File: src/rtl/mux_scan_sequencer_pkg.sv
// mux_scan_sequencer_pkg: shared FSM state encoding and channel count for the mux scan sequencer
package mux_scan_sequencer_pkg;
  typedef enum logic [1:0] {
    ST_IDLE   = 2'd0,
    ST_SETTLE = 2'd1,
    ST_SAMPLE = 2'd2,
    ST_HOLD   = 2'd3
  } state_t;
  localparam int NCH = 8;
endpackage

File: src/rtl/mux_scan_sequencer_dwell_counter.sv
// dwell_counter: CNT_W-bit counter (clk, rst_n, clr, en) flagging tc when it reaches DWELL-1
module dwell_counter #(
  parameter int DWELL = 4,
  parameter int CNT_W = 8
) (
  input  logic clk,
  input  logic rst_n,
  input  logic clr,
  input  logic en,
  output logic tc
);
  logic [CNT_W-1:0] cnt;
  always_ff @(posedge clk)
    if (!rst_n || clr) cnt <= '0;
    else if (en) cnt <= cnt + CNT_W'(1);
  assign tc = cnt == CNT_W'(DWELL - 1);
endmodule

File: src/rtl/mux_scan_sequencer.sv
// mux_scan_sequencer: walks mux select {s0,s1,s2} over 8 channels, samples mux_o into data, valid/ready out, busy when scanning
module mux_scan_sequencer
  import mux_scan_sequencer_pkg::*;
#(
  parameter int DWELL = 4,
  parameter int CNT_W = 8
) (
  input  logic       clk,
  input  logic       rst_n,
  input  logic       start,
  input  logic       mux_o,
  output logic       s0,
  output logic       s1,
  output logic       s2,
  output logic [7:0] data,
  output logic       data_valid,
  input  logic       data_ready,
  output logic       busy
);
  state_t     state, state_n;
  logic [2:0] idx, idx_n;
  logic [7:0] shadow, shadow_n, data_n;
  logic       valid_n, tc;
  // the counter only runs in SETTLE, so it always enters SETTLE from zero
  dwell_counter #(.DWELL(DWELL), .CNT_W(CNT_W)) u_dwell (
    .clk  (clk),
    .rst_n(rst_n),
    .clr  (state != ST_SETTLE),
    .en   (state == ST_SETTLE),
    .tc   (tc)
  );
  always_ff @(posedge clk)
    if (!rst_n) begin
      state      <= ST_IDLE;
      idx        <= '0;
      shadow     <= '0;
      data       <= '0;
      data_valid <= 1'b0;
    end else begin
      state      <= state_n;
      idx        <= idx_n;
      shadow     <= shadow_n;
      data       <= data_n;
      data_valid <= valid_n;
    end
  always_comb begin
    state_n  = state;
    idx_n    = idx;
    shadow_n = shadow;
    data_n   = data;
    valid_n  = data_valid;
    case (state)
      ST_IDLE: if (start) begin
        state_n = ST_SETTLE;
        idx_n   = '0;
      end
      ST_SETTLE: state_n = tc ? ST_SAMPLE : ST_SETTLE;
      ST_SAMPLE: begin
        shadow_n[idx] = mux_o;
        if (idx != 3'(NCH - 1)) begin
          idx_n   = idx + 3'd1;
          state_n = ST_SETTLE;
        end else begin
          data_n  = {mux_o, shadow[6:0]};
          valid_n = 1'b1;
          idx_n   = '0;
          state_n = ST_HOLD;
        end
      end
      ST_HOLD: if (data_ready) begin
        valid_n = 1'b0;
        state_n = start ? ST_SETTLE : ST_IDLE;
      end
      default: state_n = ST_IDLE;
    endcase
  end
  assign {s0, s1, s2} = idx;
  assign busy = state != ST_IDLE;
endmodule

File: config.mk
export PLATFORM = sky130hd
export DESIGN_NAME = mux_scan_sequencer
export DESIGN_NICKNAME = d
export VERILOG_FILES = /design/src/rtl/mux_scan_sequencer_pkg.sv /design/src/rtl/mux_scan_sequencer_dwell_counter.sv /design/src/rtl/mux_scan_sequencer.sv
export SDC_FILE = /design/constraint.sdc
export NUM_CORES = 1
export LEC_CHECK = 0
export CORE_ASPECT_RATIO = 0.5
export CORE_MARGIN = 2
export CORE_UTILIZATION = 25
export DETAILED_ROUTE_END_ITERATION = 8
export PLACE_DENSITY_LB_ADDON = 0.12
export RECOVER_POWER = 25
export SETUP_SLACK_MARGIN = 0.1
export SLEW_MARGIN = 0
export SYNTH_ARGS = -nofsm -noshare
export SYNTH_HDL_FRONTEND = slang
export SYNTH_SLANG_ARGS = --single-unit
File: constraint.sdc
create_clock -name clk -period 1.3 [get_ports clk]
set_clock_uncertainty 0.05 [all_clocks]
set_input_delay 0.26 -clock clk [delete_from_list [all_inputs] [get_ports clk]]
set_output_delay 0.26 -clock clk [all_outputs]
set_load 0.05 [all_outputs]
==> results of run 1 <==
-- power by group through the flow --
stage	clock [mW]	combinational [mW]	sequential (mW)
final	0.845	0.121	0.893
after global routing	0.910	0.128	0.893
after CTS	0.858	0.110	0.891
after detailed placement	0	0.0925	0.912
after global placement	0	0.0927	0.912
after floorplan	0	0.0435	0.910
-- through the flow --
| stage | instances | power [mW] |
|---|---|---|
| after floorplan | 145 | 0.954 |
| after global placement | 243 | 1.00 |
| after detailed placement | 243 | 1.00 |
| after CTS | 262 | 1.86 |
| after global routing | 265 | 1.93 |
| final | 265 | 1.86 |
-- critical path, cell delays in order (launching register included) --
cell and delay (ps):
dfxtp_2 330, buf_6 110, or2_4 250, buf_12 150
-- routing by layer --
metal	track usage (%)	part of all wire [%]	wire length, µm
met5	0	0	0
met4	6.08	1.2	44
met3	4.48	4.5	159
met2	22.9	47	1680
met1	17.6	47	1680
-- registers in the layout, summed over array words and instances (netlist names) --
name         count
data             8
u_dwell.cnt      8
shadow           7
idx              3
state            2
data_valid       1
-- area by class of cell --
type | instances | area (µm²)
Clock buffer | 7 | 96.3
Tap cell | 70 | 87.6
Clock inverter | 1 | 5.00
Multi-Input combinational cell | 105 | 883
Sequential cell | 29 | 601
Inverter | 2 | 7.51
Fill cell | 483 | 2560
Timing Repair Buffer | 51 | 624
-- cells in the mapped netlist --
cell type | n | area (µm²)
a21o_1 | 1 | 7.51
a21oi_1 | 20 | 100
a21oi_2 | 1 | 8.76
a22oi_1 | 2 | 15.0
a2bb2oi_1 | 2 | 17.5
and3_1 | 1 | 6.26
and4_2 | 1 | 10.0
buf_2 | 2 | 10.0
buf_4 | 1 | 7.51
clkbuf_1 | 6 | 22.5
dfxtp_1 | 29 | 581
ha_1 | 3 | 37.5
inv_1 | 2 | 7.51
nand2_1 | 12 | 45.0
nand2b_1 | 2 | 12.5
nand3_1 | 17 | 85.1
nand3b_1 | 2 | 15.0
nand4_1 | 4 | 25.0
nand4_2 | 1 | 12.5
nand4b_1 | 1 | 8.76
nor2_1 | 9 | 33.8
nor2b_1 | 4 | 25.0
nor3_1 | 1 | 5.00
nor3b_1 | 2 | 15.0
nor4b_1 | 1 | 8.76
o211ai_1 | 1 | 7.51
o21ai_0 | 6 | 30.0
o21bai_1 | 1 | 7.51
o31ai_1 | 3 | 22.5
or2_2 | 1 | 6.26
or3_1 | 1 | 6.26
or3b_1 | 1 | 8.76
or4_4 | 1 | 11.3
xnor2_1 | 1 | 8.76
xor2_1 | 2 | 17.5
-- cell families after synthesis --
logic type | after synthesis | synth area share, %
AO/OA/AOI/OAI | 37 | 17.3
adder cells (fa/ha/maj) | 3 | 3.01
XOR/XNOR | 3 | 2.10
buffers and inverters | 11 | 3.81
AND/OR/NAND/NOR | 62 | 27.3
flip-flops | 29 | 46.5
-- final timing paths --
kind                   from         to  slack [ps]  cells past startpoint
setup / recovery   state[0]       busy        -130                      3
hold / removal    shadow[3]    data[3]         420                      2
setup reg to reg   state[0]  shadow[0]         -30                      4
hold reg to reg   shadow[3]    data[3]         420                      2
-- repair_timing --
| item | CTS | global route |
|---|---|---|
| cloned | 1 | 0 |
| buffers inserted | 10 | 3 |
| pin swaps | 19 | 18 |
| setup endpoints to repair | 30 | 32 |
| hold buffers | 0 | 0 |
| gates resized for setup | 39 | 40 |
==> results.md, run 1 <==
- The instance area at placement is 1810 µm².
- The tool flagged a number of max-cap violations equal to 0.
- The number of sinks driven by the clock tree is 29.
- The clock-pin slew on the worst setup and hold paths is 70 ps.
- The distinct cell type count of the synthesized netlist is 35.
- At the pin with the least slew margin, the transition time is 324 ps.
- The global router's overall resource usage is 14.0%.
- The number of pins with negative max-slew slack in the final report is 0.
- Net switching is 23.3% of the power.
- Of the total power, registers draw 48.0%.
- The type of the setup path with the least slack is reg2out.
- The count of final hold-check violations is 0.
- The final critical delay including setup and external delays is 1430 ps.
- For this design the static power due to leakage is 0.790 nW.
- The first global-routing pass estimated 5.92 mm of wire.
- The number of nets in the final layout is 202.
- The critical path arrival is 1120 ps.
- The critical path startpoint category is a flop.
- The run finished, with violations left.
- The overall via count from detail_route is 1255.
- The checks that failed: negative setup slack.
- The number of buffers on the longest clock path is 2.
- The first-pass detailed-route iteration total is 4.
- Leaving out fill and tap cells, the most frequent cells in the layout are buf_4, dfxtp_1, buf_12, a21oi_2.
- The number of buffers created by CTS is 5.
- The total congestion overflow after global routing is 0.
- Of all nets on the critical path, the largest fanout is 2.
- The post-route DRC violation count is 0.
- The peak ir drop on the vdd network is 388 µV.
- Of the cells placed in the final design, the portion with a size suffix greater than 1 is 61.0%.
- The via count normalized by instance count is 4.74.
- The worst path uses 110% of the clock period.
- The worst hold path belongs to the class reg2reg.
- The port buffer count is 17.
- The clock reaches the later pin of the worst-skew pair after 290 ps.
- In the final timing run, aggregate negative setup slack is -188 ps.
- The area of the core is 4860 µm².
- The initial utilization of the core area, before any placement, comes to 25.7%.
- The maximum operating frequency is 698 MHz.
- Hold timing on the final database bottoms out at a slack of 419 ps.
- The synthesis-to-finish area growth is 84.6%.
- The number of synthesized register bits is 29.
- At the placement stage, the worst setup path has a slack of -9.98 ps.
- The pin count of the biggest net entering global routing is 14.
- The cell sitting at the root of the clock tree is a clkbuf_8.
- The synthesized instance count is 145.
- Leaving out fill and tap cells, the most frequent cell in the layout is buf_4.
- The final setup violation count is 3.
- The detailed router's first-iteration violation count is 44.
- The top-level port count is 18.
- After floorplanning, the core was divided into 18 placement rows.
- Setup repair after global routing could not meet its margin everywhere.
- Summed over all layers, the routed wires come to 3.56 mm.
- Cells fill 47.4% of the core in the end.
- The clock tree from TritonCTS is yes.
- The analysis attributes to net switching a power of 0.432 mW.
- The count of nets left with antenna violations once routing finished came out at 0.
- With fillers left out, the area of the finished cells amounts to 2300 µm².
- The via count of the first global-routing pass was 1220.
- The final estimated routing congestion in global placement is 0.752.
- The H-tree was split into 2 levels.
- Measured along the x axis, the die boundary spans 104 µm.
- The die area is 5610 µm².
- The post-synthesis sequential area ratio is 46.5%.
- The synthesized netlist occupies a cell area of 1250 µm².
- The number of nets produced by synthesis is 153.
- The data required time of the critical path is 990 ps.
- Internal power comes to 1.43 mW.
- The worst-case setup margin in the final layout is -133 ps.
- The relative contribution of combinational cells to total power is 6.5%.
- The worst setup path is captured at a primary output.
- Headroom to the max-slew limit came out at 78.3%.
- The Yosys step of the flow raised 0 warnings.
- The average cell area after synthesis is 8.61 µm².
- The count of inserted antenna diode cells is 0.
- The clock network burns 45.5% of the power.
- The half-perimeter wire length after detailed placement is 2.22 mm.
- The power density over the cells is 806 nW/µm².
- The number of antenna violations at the first check in global routing was 0.
- The die is 54.0 µm tall.
- The routed wirelength normalized by instance count is 13.4 µm.
No activity file was read; power rests on OpenSTA's default activity.
==> inputs of run 2 (changes only) <==
- CAP_MARGIN: not set -> 20
==> results of run 2 <==
Same layout as run 1: the final DEF is identical, and so are final timing and power.
==> inputs of run 3 (changes only) <==
- MAX_ROUTING_LAYER: not set -> met4
==> results of run 3 <==
Same layout as run 1: the final DEF is identical, and so are final timing and power.
Among the figures that moved: final weighted congestion in routability-driven placement 0.752 -> 0.761; overall routing resource usage 14.0% -> 14.5%
